`src/rtl/aplic_idc_arbiter.sv`:
```
// ----------------------------------------------------------------------------
// aplic_idc_arbiter
//
// Direct-delivery interrupt arbiter for an APLIC domain. A scan counter sweeps
// sources 1..NR_SRC-1, LANES sources per cycle. Each hart keeps a running best
// candidate, where a lower priority value wins and ties go to the lower iid.
// On the last cycle of every sweep, each accumulator is committed into that
// hart's topi register. A claim returns the committed iid as a pending-clear
// pulse, or acknowledges a forced interrupt when no iid is committed.
//
// Optional feature macro: APLIC_IDC_THRESHOLD_EN
//   defined   : a source passes when ithreshold==0 or prio < ithreshold
//   undefined : every source passes; i_ithreshold is ignored
//
// Ports
//   i_clk          clock
//   i_rst          synchronous active-high reset
//   i_pending      [NR_SRC]            per-source pending bits
//   i_enabled      [NR_SRC]            per-source enable bits
//   i_target_hart  [NR_SRC*HART_W]     per-source target hart index
//   i_target_prio  [NR_SRC*PRIO_W]     per-source iprio (0 is treated as 1)
//   i_idelivery    [NR_HARTS]          per-hart delivery enable
//   i_iforce       [NR_HARTS]          per-hart force bit
//   i_ithreshold   [NR_HARTS*PRIO_W]   per-hart priority threshold
//   i_claim        claimi read strobe
//   i_claim_hart   [HART_W]            hart being claimed
//   o_topi         [NR_HARTS*(10+PRIO_W)] per-hart {iid[9:0], prio}
//   o_irq          [NR_HARTS]          per-hart interrupt line
//   o_clr_valid    pending-clear pulse
//   o_clr_iid      [10]                source to clear
//   o_iforce_clr   [NR_HARTS]          one-cycle pulse clearing a hart's iforce
// ----------------------------------------------------------------------------
module aplic_idc_arbiter #(
    parameter int NR_SRC   = 32,
    parameter int NR_HARTS = 2,
    parameter int PRIO_W   = 8,
    parameter int LANES    = 4,
    localparam int HART_W  = (NR_HARTS > 1) ? $clog2(NR_HARTS) : 1
) (
    input  logic                              i_clk,
    input  logic                              i_rst,
    input  logic [NR_SRC-1:0]                 i_pending,
    input  logic [NR_SRC-1:0]                 i_enabled,
    input  logic [NR_SRC*HART_W-1:0]          i_target_hart,
    input  logic [NR_SRC*PRIO_W-1:0]          i_target_prio,
    input  logic [NR_HARTS-1:0]               i_idelivery,
    input  logic [NR_HARTS-1:0]               i_iforce,
    input  logic [NR_HARTS*PRIO_W-1:0]        i_ithreshold,
    input  logic                              i_claim,
    input  logic [HART_W-1:0]                 i_claim_hart,
    output logic [NR_HARTS*(10+PRIO_W)-1:0]   o_topi,
    output logic [NR_HARTS-1:0]               o_irq,
    output logic                              o_clr_valid,
    output logic [9:0]                        o_clr_iid,
    output logic [NR_HARTS-1:0]               o_iforce_clr
);

    localparam int ENTRY_W = 10 + PRIO_W;
    localparam int SWEEP   = (NR_SRC - 1 + LANES - 1) / LANES;
    localparam int CNT_W   = (SWEEP > 1) ? $clog2(SWEEP) : 1;
    localparam int SRC_IW  = $clog2(NR_SRC);
    localparam logic [CNT_W-1:0] CNT_LAST = CNT_W'(SWEEP - 1);

    // ------------------------------------------------------------------------
    // State
    // ------------------------------------------------------------------------
    logic [CNT_W-1:0]   scan_cnt;
    logic               sweep_last;

    logic [9:0]         acc_iid   [NR_HARTS];
    logic [PRIO_W-1:0]  acc_prio  [NR_HARTS];
    logic [9:0]         topi_iid  [NR_HARTS];
    logic [PRIO_W-1:0]  topi_prio [NR_HARTS];

    // mask_cur hides claimed iids from the sweep in progress; mask_next
    // carries them through the whole following sweep.
    logic [NR_SRC-1:0]  mask_cur;
    logic [NR_SRC-1:0]  mask_next;

    logic               clr_valid;
    logic [9:0]         clr_iid;
    logic [NR_HARTS-1:0] iforce_clr;

    // ------------------------------------------------------------------------
    // Per-source views of the packed inputs
    // ------------------------------------------------------------------------
    logic [HART_W-1:0]  src_tgt  [NR_SRC];
    logic [PRIO_W-1:0]  src_prio [NR_SRC];
    logic [NR_SRC-1:0]  claim_bit;

    // ------------------------------------------------------------------------
    // Claim decode
    // ------------------------------------------------------------------------
    logic               claim_ok;
    logic [9:0]         claim_iid;
    logic               claim_frc;
    logic [NR_HARTS-1:0] claim_sel;
    logic               claim_clr;
    logic               claim_force;

    // Best candidate after merging this cycle's lanes into the accumulators
    logic [9:0]         best_iid  [NR_HARTS];
    logic [PRIO_W-1:0]  best_prio [NR_HARTS];

    assign sweep_last = (scan_cnt == CNT_LAST);

    for (genvar g = 0; g < NR_SRC; g++) begin : g_src
        assign src_tgt[g]   = i_target_hart[g*HART_W +: HART_W];
        assign src_prio[g]  = (i_target_prio[g*PRIO_W +: PRIO_W] == '0)
                              ? PRIO_W'(1)
                              : i_target_prio[g*PRIO_W +: PRIO_W];
        assign claim_bit[g] = claim_clr && (claim_iid == 10'(g));
    end

`ifdef APLIC_IDC_THRESHOLD_EN
    logic [PRIO_W-1:0]  hart_thr [NR_HARTS];

    for (genvar g = 0; g < NR_HARTS; g++) begin : g_thr
        assign hart_thr[g] = i_ithreshold[g*PRIO_W +: PRIO_W];
    end
`else
    logic unused_thr;

    assign unused_thr = ^i_ithreshold;
`endif

    // A hart index outside 0..NR_HARTS-1 matches no hart, so such claims
    // fall through with no effect.
    always_comb begin
        claim_ok  = 1'b0;
        claim_iid = '0;
        claim_frc = 1'b0;
        claim_sel = '0;
        for (int unsigned h = 0; h < NR_HARTS; h++) begin
            if (i_claim && (i_claim_hart == HART_W'(h))) begin
                claim_ok     = 1'b1;
                claim_iid    = topi_iid[h];
                claim_frc    = i_iforce[h];
                claim_sel[h] = 1'b1;
            end
        end
    end

    assign claim_clr   = claim_ok && (claim_iid != '0);
    assign claim_force = claim_ok && (claim_iid == '0) && claim_frc;

    // ------------------------------------------------------------------------
    // Lane compare and accumulator merge
    // ------------------------------------------------------------------------
    // A claimed iid may already sit in the accumulator from earlier in this
    // sweep; it is dropped so the commit cannot reselect it. The runner-up is
    // not tracked, so that hart may commit a weaker result for one sweep.
    always_comb begin
        logic [31:0]        lane_num;
        logic [SRC_IW-1:0]  lane_idx;
        logic               lane_ok;
        logic               thr_ok;

        lane_num = '0;
        lane_idx = '0;
        lane_ok  = 1'b0;
        thr_ok   = 1'b0;

        for (int unsigned h = 0; h < NR_HARTS; h++) begin
            best_iid[h]  = acc_iid[h];
            best_prio[h] = acc_prio[h];
            if (claim_clr && (acc_iid[h] == claim_iid)) begin
                best_iid[h]  = '0;
                best_prio[h] = '0;
            end
        end

        for (int unsigned l = 0; l < LANES; l++) begin
            lane_num = 32'(scan_cnt) * 32'(LANES) + 32'(l) + 32'd1;
            lane_idx = SRC_IW'(lane_num);
            lane_ok  = (lane_num < 32'(NR_SRC))
                       && i_pending[lane_idx]
                       && i_enabled[lane_idx]
                       && !mask_cur[lane_idx]
                       && !claim_bit[lane_idx];

            for (int unsigned h = 0; h < NR_HARTS; h++) begin
`ifdef APLIC_IDC_THRESHOLD_EN
                thr_ok = (hart_thr[h] == '0) || (src_prio[lane_idx] < hart_thr[h]);
`else
                thr_ok = 1'b1;
`endif
                if (lane_ok && thr_ok && (src_tgt[lane_idx] == HART_W'(h))) begin
                    if ((best_iid[h] == '0)
                        || (src_prio[lane_idx] < best_prio[h])
                        || ((src_prio[lane_idx] == best_prio[h])
                            && (10'(lane_num) < best_iid[h]))) begin
                        best_iid[h]  = 10'(lane_num);
                        best_prio[h] = src_prio[lane_idx];
                    end
                end
            end
        end
    end

    // ------------------------------------------------------------------------
    // Sequential state
    // ------------------------------------------------------------------------
    always_ff @(posedge i_clk) begin
        if (i_rst) begin
            scan_cnt   <= '0;
            mask_cur   <= '0;
            mask_next  <= '0;
            clr_valid  <= 1'b0;
            clr_iid    <= '0;
            iforce_clr <= '0;
            for (int unsigned h = 0; h < NR_HARTS; h++) begin
                acc_iid[h]   <= '0;
                acc_prio[h]  <= '0;
                topi_iid[h]  <= '0;
                topi_prio[h] <= '0;
            end
        end else begin
            scan_cnt   <= sweep_last ? '0 : scan_cnt + 1'b1;
            clr_valid  <= claim_clr;
            clr_iid    <= claim_clr ? claim_iid : '0;
            iforce_clr <= claim_force ? claim_sel : '0;

            // A claim on the commit cycle only needs to cover the next sweep.
            if (sweep_last) begin
                mask_cur  <= mask_next | claim_bit;
                mask_next <= '0;
            end else begin
                mask_cur  <= mask_cur | claim_bit;
                mask_next <= mask_next | claim_bit;
            end

            for (int unsigned h = 0; h < NR_HARTS; h++) begin
                if (sweep_last) begin
                    acc_iid[h]   <= '0;
                    acc_prio[h]  <= '0;
                    topi_iid[h]  <= best_iid[h];
                    topi_prio[h] <= best_prio[h];
                end else begin
                    acc_iid[h]   <= best_iid[h];
                    acc_prio[h]  <= best_prio[h];
                end
                // Claim overrides a coincident commit for the same hart
                if (claim_clr && claim_sel[h]) begin
                    topi_iid[h]  <= '0;
                    topi_prio[h] <= '0;
                end
            end
        end
    end

    // ------------------------------------------------------------------------
    // Outputs
    // ------------------------------------------------------------------------
    for (genvar g = 0; g < NR_HARTS; g++) begin : g_out
        assign o_topi[g*ENTRY_W +: ENTRY_W] = {topi_iid[g], topi_prio[g]};
        assign o_irq[g] = i_idelivery[g] & ((topi_iid[g] != '0) | i_iforce[g]);
    end

    assign o_clr_valid  = clr_valid;
    assign o_clr_iid    = clr_iid;
    assign o_iforce_clr = iforce_clr;

endmodule

```
`config.mk`:
```
export PLATFORM = sky130hd
export DESIGN_NAME = aplic_idc_arbiter
export DESIGN_NICKNAME = d
export VERILOG_FILES = /design/src/rtl/aplic_idc_arbiter.sv
export SDC_FILE = /design/constraint.sdc
export NUM_CORES = 1
export LEC_CHECK = 0
export ABC_AREA = 1
export BUFFER_PORTS_ARGS = -buffer_cell sky130_fd_sc_hd__buf_2
export CAP_MARGIN = 20
export CORE_AREA = 2 2 168 170
export CTS_CLUSTER_DIAMETER = 120
export DETAILED_ROUTE_END_ITERATION = 6
export DIE_AREA = 0 0 170 172
export PLACE_DENSITY = 0.86
export SLEW_MARGIN = 0
export SYNTH_ARGS = -nofsm -noshare
export SYNTH_HDL_FRONTEND = slang
export SYNTH_SLANG_ARGS = --single-unit
```
`constraint.sdc`:
```
create_clock -name i_clk -period 10.5 [get_ports i_clk]
set_input_delay 1.05 -clock i_clk [delete_from_list [all_inputs] [get_ports i_clk]]
set_output_delay 1.05 -clock i_clk [all_outputs]
set_load 0.05 [all_outputs]
```
==> results_dict.tcl <==
set metrics [dict create \
    die_w_um 170 \
    port_buffers 410 \
    row_count 61 \
    crit_path_max_incr_delay_ps 810 \
    slew_violations 0 \
    yosys-mux-area-fraction_pct 0 \
    dp_hpwl_um 44300 \
    finalCritPeriodShare_pct 92.0 \
    ant_nets 0 \
    hold_buffers 0 \
    cp.arrival_ps 9920 \
    cts_tree "done" \
    ys.flop_type "dfxtp_1" \
    routed_via_density 5.93 \
    syn_area_per_cell_um2 6.56 \
    grt-ovfl-total 0 \
    fin_skew_ps 10.3 \
    drt-initial-drc-count 2126 \
    ios 427 \
    path_class "reg2reg" \
    synth_top_area_share_pct 14.5 \
    die-area_mm2 0.0292 \
    endpoint "acc_prio[0][7]" \
    p_leak_uw 0.00823 \
    synthToLayoutAreaGrowth_pct 23.7 \
    post_cts.repair.setup_buffers 0 \
    clk-insertion-delay-late_ps 440 \
    layout.nets 2949 \
    htree_levels 4 \
    synth-xor-area-share_pct 0.454 \
    cp_max_fo 17 \
    die_h_um 172 \
    cp-end-kind "flop" \
    relSlewSlack_pct 33.6 \
    yosysTopAreaCell "dfxtp_1" \
    r2r-end "acc_prio[0][7]" \
    grt_pass1_wl_um 86100 \
    grt_max_degree 77 \
    start_kind "flop" \
    grt_pass1_vias 16400 \
    critPathSlowestCell "dfxtp_1" \
    syn_area_mm2 0.0135 \
    hold_ws_ps 436 \
    reg2reg_from "scan_cnt[1]" \
    vias 16900 \
    fin_crit_ps 9660 \
    cpMostUsedCell "nor2_1" \
    reg2reg_depth 49 \
    ys_seq_area_share_pct 26.5 \
    outcome "finished clean" \
    synthSimpleGateAreaFrac_pct 33.1 \
    ys_types 65 \
    synth_seq_cells 152 \
    worstMarginPinSlew_ps 994 \
    start_util_pct 49.1 \
    grt_antenna_before_repair 4 \
    hold_path_class "reg2reg" \
    clkTransAtPathRegs_ps 70 \
    cp.required_ps 10760 \
    ys_top_cells_by_area "dfxtp_1 15%, nand2_1 13%, edfxtp_1 12%" \
    drt-wirelength-per-cell_um 19.8 \
    powerDensity_mw_per_mm2 178 \
    drc 0 \
    synth_fa_ha_area_share_pct 8.53 \
    ctsResizeCount 0 \
    finalHoldViolations 0 \
    synthCells 2058 \
    synth_compound_area_share_pct 21.2 \
    ys_async_sr_fraction_pct 0 \
    synth_edf_count 54 \
    r2r_slack_ps 840 \
    gp_congestion 0.969 \
    ys.warnings.count 0 \
    cts.sinks 152 \
    crit_start "scan_cnt[1]" \
    setup_tns_ps 0 \
    drive_gt1_share_pct 23.9 \
    grt.total_usage_pct 38.1 \
    wl_um 56400 \
    max_cap_violations 0 \
    core_mm2 0.0275 \
    clock.fmax_ghz 0.104 \
    ctsRootBufferMaster "clkbuf_16" \
    clockBufferDepth 2 \
    synth_top_family_by_area "simple AND/OR/NAND/NOR gates" \
    rsz0062_at_grt "false" \
    drt_pass1_iterations 6 \
    setup_viol 0 \
    cts_buffers 17 \
    peakVddDrop_mv 0.130 \
]
## final cells by class
| type | instances | area [um^2] |
|---|---|---|
| clock buffer | 18 | 450 |
| tap | 346 | 433 |
| timing repair buffer | 470 | 2530 |
| clock inverter | 14 | 146 |
| multi-input combinational | 1615 | 8700 |
| fill | 2640 | 10800 |
| antenna | 4 | 10.0 |
| inverter | 225 | 845 |
| sequential | 152 | 3590 |
## cell families after synthesis
kind of cell,count (synthesis)
adder cells (fa/ha/maj),92
AO/OA/AOI/OAI,475
buffers and inverters,326
other,1
XOR/XNOR,7
AND/OR/NAND/NOR,1005
flip-flops,152
## stage by stage
step | power [uW] | worst slack (ps) | std cells | util (%) | cell area [um^2]
6_report | 2970 | 839 | 2844 | 60.8 | 16700
2_1_floorplan | 1750 | 1690 | 2093 | - | 13600
3_5_place_dp | 2310 | 766 | 2808 | 58.6 | 16100
5_1_grt | 3180 | 213 | 2844 | 60.8 | 16700
3_3_place_gp | 2270 | 950 | 2808 | 58.6 | 16100
4_1_cts | 2940 | 1140 | 2840 | 60.7 | 16700
## critical path, delay by kind of cell (launching register included)
kind,cells,cell delay [ps]
AO/OA/AOI/OAI,15,2920
AND/OR/NAND/NOR,21,2900
flip-flops,1,810
buffers and inverters,9,1460
adder cells (fa/ha/maj),4,1360
## flip-flops by register name (all words and copies together), names as in the netlist, 3 cells and up
| register | count |
|---|---|
| mask_cur | 32 |
| o_clr_iid | 10 |
| topi_prio | 16 |
| acc_prio | 16 |
| topi_iid | 20 |
| mask_next | 32 |
| acc_iid | 20 |
| scan_cnt | 3 |
## where the power goes
part           internal [uW]  total [uW]  switching, uW  leakage [uW]
Clock                    333         627            295      0.000297
Combinational            589        1640           1050       0.00659
Sequential               664         708           43.5       0.00135
## placed cells by master (no fill, tap or decap), drive strengths merged, types with 30 or more instances in the layout
cell type / n
a21oi: 131
buf: 470
conb: 36
dfxtp: 98
edfxtp: 54
ha: 92
inv: 234
nand2: 507
nand3: 125
nand4: 30
nor2: 247
nor4: 41
o21ai: 185
## per-layer routing
layer | track usage, % | vias up | share of wire (%)
met5 | 0 | - | 0
met4 | 21.0 | 0 | 5.3
met3 | 6.68 | 207 | 11
met2 | 66.0 | 1124 | 47
met1 | 45.1 | 7650 | 37
li1 | - | 7898 | -
## worst min-delay path by stage
stage | start | endpoint | slack [ps] | depth (start not counted)
global placement | mask_next[0] | mask_next[0] | 420 | 2
finish | mask_next[0] | mask_next[0] | 440 | 2
floorplan | mask_next[0] | mask_next[0] | 410 | 2
CTS | mask_next[0] | mask_next[0] | 440 | 2
detailed placement | mask_next[0] | mask_next[0] | 430 | 2
global route | mask_next[0] | mask_next[0] | 450 | 2
## cell usage after synthesis, types with 14 or more instances
cell / number
nor4_1: 41
o22ai_1: 21
nand2_1: 476
nand3_1: 112
nor2_1: 240
inv_1: 205
a211oi_1: 16
edfxtp_1: 54
clkbuf_1: 58
inv_2: 17
nand2_2: 28
o21ai_0: 173
nand4_1: 29
ha_1: 92
nor3_1: 19
a21oi_1: 128
a31oi_1: 14
dfxtp_1: 98
(Power assumes the default switching activity.)
